===== src/rtl/mem_ctrl_pkg.sv =====
// Shared encodings for the unified-RAM memory controller: length codes,
// controller states, request owners and small byte helpers.
package mem_ctrl_pkg;

  localparam logic [31:0] ZeroWord = 32'h0000_0000;

  localparam logic [1:0] LenByte = 2'd0;
  localparam logic [1:0] LenHalf = 2'd1;
  localparam logic [1:0] LenWord = 2'd2;

  typedef enum logic [1:0] {
    IDLE,
    READ,
    WRITE,
    DONE
  } state_t;

  typedef enum logic [1:0] {
    OWN_NONE,
    OWN_IF,
    OWN_MEM
  } owner_t;

  // Length code 3 is an alias for a word access.
  function automatic logic [2:0] len_bytes(input logic [1:0] len);
    case (len)
      LenByte: return 3'd1;
      LenHalf: return 3'd2;
      LenWord: return 3'd4;
      default: return 3'd4;
    endcase
  endfunction

  function automatic logic [7:0] byte_sel(input logic [31:0] word, input logic [1:0] idx);
    return word[{idx, 3'b000} +: 8];
  endfunction

endpackage


===== src/rtl/mem_ctrl_if.sv =====
// Bundle of the pipeline request ports (IF and MEM) and the byte-wide RAM port.
interface mem_ctrl_if;

  logic        if_req;
  logic [31:0] if_addr;
  logic        if_done;
  logic [31:0] if_data;

  logic        mem_req;
  logic        mem_wr;
  logic [1:0]  mem_len;
  logic [31:0] mem_addr;
  logic [31:0] mem_wdata;
  logic        mem_done;
  logic [31:0] mem_rdata;

  logic [31:0] ram_addr;
  logic        ram_wr;
  logic [7:0]  ram_dout;
  logic [7:0]  ram_din;

  modport master (
    output if_req, if_addr, mem_req, mem_wr, mem_len, mem_addr, mem_wdata, ram_din,
    input  if_done, if_data, mem_done, mem_rdata, ram_addr, ram_wr, ram_dout
  );

  modport slave (
    input  if_req, if_addr, mem_req, mem_wr, mem_len, mem_addr, mem_wdata, ram_din,
    output if_done, if_data, mem_done, mem_rdata, ram_addr, ram_wr, ram_dout
  );

endinterface


===== src/rtl/mem_ctrl.sv =====
// Serializes IF and MEM accesses onto one byte-wide RAM port, MEM winning
// over IF; reads capture ram_din one cycle behind each issued address.
module mem_ctrl
  import mem_ctrl_pkg::*;
(
  input logic       clk,
  input logic       rst,
  mem_ctrl_if.slave bus
);

  state_t      state;
  owner_t      owner;
  logic [31:0] base_addr;
  logic [31:0] wdata;
  logic [31:0] rbuf;
  logic [2:0]  nbytes;
  logic [2:0]  issue_cnt;
  logic [2:0]  cap_cnt;
  logic        cap_en;

  logic        acc_any;
  logic        acc_mem;
  logic [31:0] acc_addr;
  logic [2:0]  acc_nbytes;
  logic        acc_wr;
  logic [31:0] acc_wdata;
  logic [31:0] rword;

  // Arbitration view of the two requesters as seen while idle.
  always_comb begin
    acc_mem    = bus.mem_req;
    acc_any    = bus.mem_req | bus.if_req;
    acc_addr   = bus.if_addr;
    acc_nbytes = 3'd4;
    acc_wr     = 1'b0;
    acc_wdata  = ZeroWord;
    if (acc_mem) begin
      acc_addr   = bus.mem_addr;
      acc_nbytes = len_bytes(bus.mem_len);
      acc_wr     = bus.mem_wr;
      acc_wdata  = bus.mem_wdata;
    end
  end

  always_comb begin
    rword = rbuf | ({24'd0, bus.ram_din} << {cap_cnt[1:0], 3'b000});
  end

  always_ff @(posedge clk) begin
    if (rst) begin
      state         <= IDLE;
      owner         <= OWN_NONE;
      base_addr     <= ZeroWord;
      wdata         <= ZeroWord;
      rbuf          <= ZeroWord;
      nbytes        <= 3'd0;
      issue_cnt     <= 3'd0;
      cap_cnt       <= 3'd0;
      cap_en        <= 1'b0;
      bus.if_done   <= 1'b0;
      bus.if_data   <= ZeroWord;
      bus.mem_done  <= 1'b0;
      bus.mem_rdata <= ZeroWord;
      bus.ram_addr  <= ZeroWord;
      bus.ram_wr    <= 1'b0;
      bus.ram_dout  <= 8'h00;
    end else begin
      bus.if_done  <= 1'b0;
      bus.mem_done <= 1'b0;
      case (state)
        IDLE: begin
          if (acc_any) begin
            owner        <= acc_mem ? OWN_MEM : OWN_IF;
            base_addr    <= acc_addr;
            nbytes       <= acc_nbytes;
            wdata        <= acc_wdata;
            rbuf         <= ZeroWord;
            issue_cnt    <= 3'd1;
            cap_cnt      <= 3'd0;
            cap_en       <= 1'b0;
            bus.ram_addr <= acc_addr;
            bus.ram_wr   <= acc_wr;
            if (acc_wr) begin
              bus.ram_dout <= acc_wdata[7:0];
            end
            state <= acc_wr ? WRITE : READ;
          end
        end

        READ: begin
          if (issue_cnt < nbytes) begin
            bus.ram_addr <= base_addr + {29'd0, issue_cnt};
            issue_cnt    <= issue_cnt + 3'd1;
          end
          cap_en <= 1'b1;
          // Data for the address shown last cycle is on ram_din now.
          if (cap_en) begin
            rbuf    <= rword;
            cap_cnt <= cap_cnt + 3'd1;
            if (cap_cnt == nbytes - 3'd1) begin
              state <= DONE;
              if (owner == OWN_IF) begin
                bus.if_done <= 1'b1;
                bus.if_data <= rword;
              end else begin
                bus.mem_done  <= 1'b1;
                bus.mem_rdata <= rword;
              end
            end
          end
        end

        WRITE: begin
          if (issue_cnt < nbytes) begin
            bus.ram_addr <= base_addr + {29'd0, issue_cnt};
            bus.ram_dout <= byte_sel(wdata, issue_cnt[1:0]);
            bus.ram_wr   <= 1'b1;
            issue_cnt    <= issue_cnt + 3'd1;
          end else begin
            bus.ram_wr <= 1'b0;
            state      <= DONE;
            if (owner == OWN_IF) begin
              bus.if_done <= 1'b1;
            end else begin
              bus.mem_done <= 1'b1;
            end
          end
        end

        DONE: begin
          state <= IDLE;
        end

        default: begin
          state <= IDLE;
        end
      endcase
    end
  end

endmodule


===== src/flat_wrapper.sv =====
// flat-port wrapper written by rule: the top's interface ports become plain ports
module mem_ctrl_flat import mem_ctrl_pkg::*;
  (clk, rst, bus_if_req, bus_if_addr, bus_mem_req, bus_mem_wr, bus_mem_len, bus_mem_addr, bus_mem_wdata, bus_ram_din, bus_if_done, bus_if_data, bus_mem_done, bus_mem_rdata, bus_ram_addr, bus_ram_wr, bus_ram_dout);
  mem_ctrl_if bus_i ();
  input logic clk;
  input logic rst;
  input wire logic [$bits(bus_i.if_req)-1:0] bus_if_req;
  input wire logic [$bits(bus_i.if_addr)-1:0] bus_if_addr;
  input wire logic [$bits(bus_i.mem_req)-1:0] bus_mem_req;
  input wire logic [$bits(bus_i.mem_wr)-1:0] bus_mem_wr;
  input wire logic [$bits(bus_i.mem_len)-1:0] bus_mem_len;
  input wire logic [$bits(bus_i.mem_addr)-1:0] bus_mem_addr;
  input wire logic [$bits(bus_i.mem_wdata)-1:0] bus_mem_wdata;
  input wire logic [$bits(bus_i.ram_din)-1:0] bus_ram_din;
  output wire logic [$bits(bus_i.if_done)-1:0] bus_if_done;
  output wire logic [$bits(bus_i.if_data)-1:0] bus_if_data;
  output wire logic [$bits(bus_i.mem_done)-1:0] bus_mem_done;
  output wire logic [$bits(bus_i.mem_rdata)-1:0] bus_mem_rdata;
  output wire logic [$bits(bus_i.ram_addr)-1:0] bus_ram_addr;
  output wire logic [$bits(bus_i.ram_wr)-1:0] bus_ram_wr;
  output wire logic [$bits(bus_i.ram_dout)-1:0] bus_ram_dout;
  assign bus_i.if_req = bus_if_req;
  assign bus_i.if_addr = bus_if_addr;
  assign bus_i.mem_req = bus_mem_req;
  assign bus_i.mem_wr = bus_mem_wr;
  assign bus_i.mem_len = bus_mem_len;
  assign bus_i.mem_addr = bus_mem_addr;
  assign bus_i.mem_wdata = bus_mem_wdata;
  assign bus_i.ram_din = bus_ram_din;
  assign bus_if_done = bus_i.if_done;
  assign bus_if_data = bus_i.if_data;
  assign bus_mem_done = bus_i.mem_done;
  assign bus_mem_rdata = bus_i.mem_rdata;
  assign bus_ram_addr = bus_i.ram_addr;
  assign bus_ram_wr = bus_i.ram_wr;
  assign bus_ram_dout = bus_i.ram_dout;
  mem_ctrl u_core (.clk(clk), .rst(rst), .bus(bus_i));
endmodule

===== config.mk =====
export PLATFORM = sky130hd
export DESIGN_NAME = mem_ctrl_flat
export DESIGN_NICKNAME = d
export VERILOG_FILES = /design/src/rtl/mem_ctrl_pkg.sv /design/src/rtl/mem_ctrl_if.sv /design/src/rtl/mem_ctrl.sv /design/src/flat_wrapper.sv
export SDC_FILE = /design/constraint.sdc
export NUM_CORES = 1
export LEC_CHECK = 0
export ABC_AREA = 1
export BUFFER_PORTS_ARGS = -buffer_cell sky130_fd_sc_hd__buf_2
export CAP_MARGIN = 5
export CELL_PAD_IN_SITES_DETAIL_PLACEMENT = 0
export CELL_PAD_IN_SITES_GLOBAL_PLACEMENT = 1
export CORE_MARGIN = 2
export CORE_UTILIZATION = 41
export DETAILED_ROUTE_END_ITERATION = 6
export PLACE_DENSITY = 0.9
export SLEW_MARGIN = 10
export SYNTH_ARGS = -nofsm -noshare
export SYNTH_HDL_FRONTEND = slang
export SYNTH_SLANG_ARGS = --single-unit

===== constraint.sdc =====
create_clock -name clk -period 4.1 [get_ports clk]
set_input_delay 0.82 -clock clk [delete_from_list [all_inputs] [get_ports clk]]
set_output_delay 0.82 -clock clk [all_outputs]
set_load 0.02 [all_outputs]

==> results.toml <==
[status]
status = "finished, final reports clean"

[synth]
synth_area_leaders = "sky130_fd_sc_hd__dfxtp_1 (41%), sky130_fd_sc_hd__nand2_1 (19%), sky130_fd_sc_hd__nor2_1 (9.5%)"
synth.ff_latch_count = 217
yosys_warnings = 0
synth_cell_types = 38
most_common_cell_in_the_netlist = "sky130_fd_sc_hd__nand2_1"
fraction_of_the_yosys_area_taken_by_sequential_cells = 0.411
synth_top_area_cell = "sky130_fd_sc_hd__dfxtp_1"
net_count_of_the_mapped_netlist = 1741
synth_enable_flop_cells = 0
netlist_top_cells_count = "sky130_fd_sc_hd__nand2_1 (544), sky130_fd_sc_hd__nor2_1 (267), sky130_fd_sc_hd__dfxtp_1 (217), sky130_fd_sc_hd__inv_1 (148), sky130_fd_sc_hd__a21oi_1 (105)"
synth_async_sr_flop_share = 0
synth_top_cell_area_share = 0.411
netlist_instances = 1617
synth_area_um2 = 10600
dominantRegCellSynth = "sky130_fd_sc_hd__dfxtp_1"
post_synth.cell_area_avg_um2 = 6.53

[detailed_routing]
avgRoutedWirePerCell_um = 14.0
route.detailed.drc = 0
via_count = 10290
wl_um = 29800
drt-initial-drc-count = 744
detail-route-antenna-nets = 0
drt_pre_antenna_iters = 5
detail_route.vias_per_cell = 4.82

[setup_path]
cp_data_required_time_ns = 4.53
endpoint_kind = "register"
largest_driver_fanout_on_the_critical_path = 30
reg2reg_to = "u_core.bus.ram_addr[4]"
worstSetupStartpoint = "u_core.issue_cnt[0]"
critPathTopFamily = "buffers and inverters"
cp.depth = 11
worstRegToRegCells = 11
highest_delay_cell_along_the_critical_path = "sky130_fd_sc_hd__dfxtp_1"
startpoint_type = "register"
worstSetupPathType = "register to register"
worst_path_largest_cell_delay_ns = 0.79
critical_path_arrival_ns = 3.16
critical_path.most_common_cell = "sky130_fd_sc_hd__nand2_1"
setup.worst_path.end = "u_core.bus.ram_addr[4]"
setup.reg_to_reg.worst_slack_ns = 1.37
worstPathCellList = "inv_2 > nand2_1 > nand3_2 > nand2_1 > nand2_1 > nand2_1 > buf_4 > nand2_1 > inv_2 > nand2_1 > o21ai_0"
critical_path_buf_inv_count = 3
worst_r2r_startpoint = "u_core.issue_cnt[0]"

[global_routing]
grt_antenna_before_repair = 1
grt_pass1_wl_um = 48100
via_count_of_the_first_global_routing_pass = 9467
grt_overflow_total = 0
globalRouteTotalUtil = 0.219
grt_max_degree = 85

[power_and_ir_drop]
comb_power_share = 0.327
power.net_switching_w = 0.00286
switching_portion_of_total_power = 0.381
power_frac_clock = 0.316
power.density_nw_per_um2 = 599
vdd_ir_drop_max_mv = 0.470
cell_internal_pwr_w = 0.00465
total_leakage_power_nw = 6.18
p_seq_frac = 0.357

[clock_network]
post_cts_resized = 0
ctsRootBufferMaster = "sky130_fd_sc_hd__clkbuf_16"
clockBufferDepth = 3
cts_buffers = 24
cts_max_level = 1
clock_insertion_delay_worst_skew_ns = 0.53
clkTransAtPathRegs_ns = 0.06
cts_sinks = 217
clock_tree_from_tritoncts = "done"
cts_hold_buffers = 0
setup_repair_bufs_after_cts = 0

[timing]
fmaxAchievable_mhz = 366
slew_headroom = 0.206
post-route-period-util = 0.666
finalMaxSlewViolations = 0
fin_setup_tns_ns = 0
post-route-min-period_ns = 2.73
worst-slew-pin-transition_ns = 1.19
finalHoldViolCount = 0
finalSetupViolCount = 0
finalClockSkew_ns = 0.0189
unrepaired_setup_endpoints_after_global_routing = "false"

[die]
dieHeight_um = 164
initial_utilization = 0.418
coreArea_um2 = 25300
dieArea_um2 = 27100
num_io_pins = 218
rows = 58
die_x_um = 164

[place]
post-dp-hpwl_um = 20900
area_after_detailed_placement_um2 = 11700
portBuffers = 217
final_estimated_routing_congestion_in_global_placement = 0.890

[run]
number_of_maximum_capacitance_violations = 0

[worst_hold_path]
worstHoldPathType = "register to register"

[finish]
area_growth_syn_to_layout_pct = 18.7
finalNetCount = 1913
final_layout_size_suffix_gt1_frac = 0.158
layout.cell_area.non_filler_um2 = 12500
## area by class of cell
type / instances / area (µm²)
Multi-Input combinational cell: 1164 / 5160
Clock inverter: 9 / 181
Inverter: 156 / 586
Antenna cell: 1 / 2.50
Timing Repair Buffer: 226 / 1150
Sequential cell: 217 / 4340
Fill cell: 2642 / 12700
Tap cell: 330 / 413
Clock buffer: 33 / 694
## per-stage QoR
| step | power, W | hold slack, ns | instances | setup slack, ns | util |
|---|---|---|---|---|---|
| 5_1_grt | 0.00800 | 0.462 | 2136 | 1.04 | 0.496 |
| 3_3_place_gp | 0.00512 | 0.434 | 2093 | 1.31 | 0.462 |
| 6_report | 0.00751 | 0.446 | 2136 | 1.37 | 0.496 |
| 3_5_place_dp | 0.00516 | 0.434 | 2093 | 1.25 | 0.462 |
| 2_1_floorplan | 0.00458 | 0.425 | 1617 | 2.24 | - |
| 4_1_cts | 0.00756 | 0.448 | 2135 | 1.34 | 0.496 |
## how the worst min path moves through the flow
stage,startpoint,endpoint,cells past startpoint
2_1_floorplan,u_core.rbuf[5],u_core.rbuf[5],2
3_3_place_gp,u_core.rbuf[23],u_core.rbuf[23],2
3_5_place_dp,u_core.bus.ram_addr[2],u_core.bus.ram_addr[2],2
4_1_cts,u_core.rbuf[23],u_core.rbuf[23],2
5_1_grt,u_core.rbuf[17],u_core.rbuf[17],2
6_report,u_core.rbuf[23],u_core.rbuf[23],2
## power by group through the flow
stage | Combinational (W) | Clock, W | Sequential [W]
4_1_cts | 0.00246 | 0.00242 | 0.00268
3_3_place_gp | 0.00240 | 0 | 0.00272
5_1_grt | 0.00279 | 0.00249 | 0.00272
6_report | 0.00246 | 0.00238 | 0.00268
3_5_place_dp | 0.00244 | 0 | 0.00272
2_1_floorplan | 0.00181 | 0 | 0.00276
## registers in the layout (all words and copies together) (netlist names)
register              cells
u_core.bus.if_done        1
u_core.bus.ram_wr         1
u_core.cap_cnt            3
u_core.issue_cnt          3
u_core.bus.ram_addr      32
u_core.bus.mem_rdata     32
u_core.bus.if_data       32
u_core.rbuf              32
u_core.bus.mem_done       1
u_core.cap_en             1
u_core.state              2
u_core.wdata             32
u_core.bus.ram_dout       8
u_core.nbytes             3
u_core.owner              2
u_core.base_addr         32
## routing by layer
metal	part of all wire	vias to the layer above	GRT usage	wire length (µm)
met5	0	-	0	0
met4	0.020	0	0.0474	592
met3	0.074	37	0.0397	2210
met2	0.41	301	0.334	12300
met1	0.49	4562	0.323	14700
li1	-	5390	-	-
## tightest hold or removal path, cell delays in order, from the launching register on
cell,delay [ns]
sky130_fd_sc_hd__dfxtp_1,0.30
sky130_fd_sc_hd__inv_1,0.05
sky130_fd_sc_hd__a21oi_1,0.05
## cell usage in the layout (no fill, tap or decap), types with 5 or more instances in the layout
master	count
sky130_fd_sc_hd__bufinv_16	5
sky130_fd_sc_hd__o21ai_1	5
sky130_fd_sc_hd__o21ai_0	97
sky130_fd_sc_hd__a21oi_1	105
sky130_fd_sc_hd__o21bai_1	12
sky130_fd_sc_hd__mux2i_1	7
sky130_fd_sc_hd__buf_2	217
sky130_fd_sc_hd__ha_1	12
sky130_fd_sc_hd__inv_2	7
sky130_fd_sc_hd__a211oi_1	8
sky130_fd_sc_hd__nand2_1	544
sky130_fd_sc_hd__clkbuf_16	24
sky130_fd_sc_hd__clkbuf_8	6
sky130_fd_sc_hd__dfxtp_1	217
sky130_fd_sc_hd__buf_4	9
sky130_fd_sc_hd__nor2_1	267
sky130_fd_sc_hd__a22oi_1	9
sky130_fd_sc_hd__inv_1	147
sky130_fd_sc_hd__nand3_1	71
## cell families (layout without fill, tap and decap cells)
logic type,after synthesis,after routing,synth area share
compound gates,248,248,0.129
xor+xnor,4,4,0.00332
fa+ha+maj,13,13,0.0161
buf+inv,236,424,0.0995
flops,217,217,0.411
mux,7,7,0.00664
other cells,0,1,0
simple gates,892,892,0.334
Power figures use the tool's default switching activity.
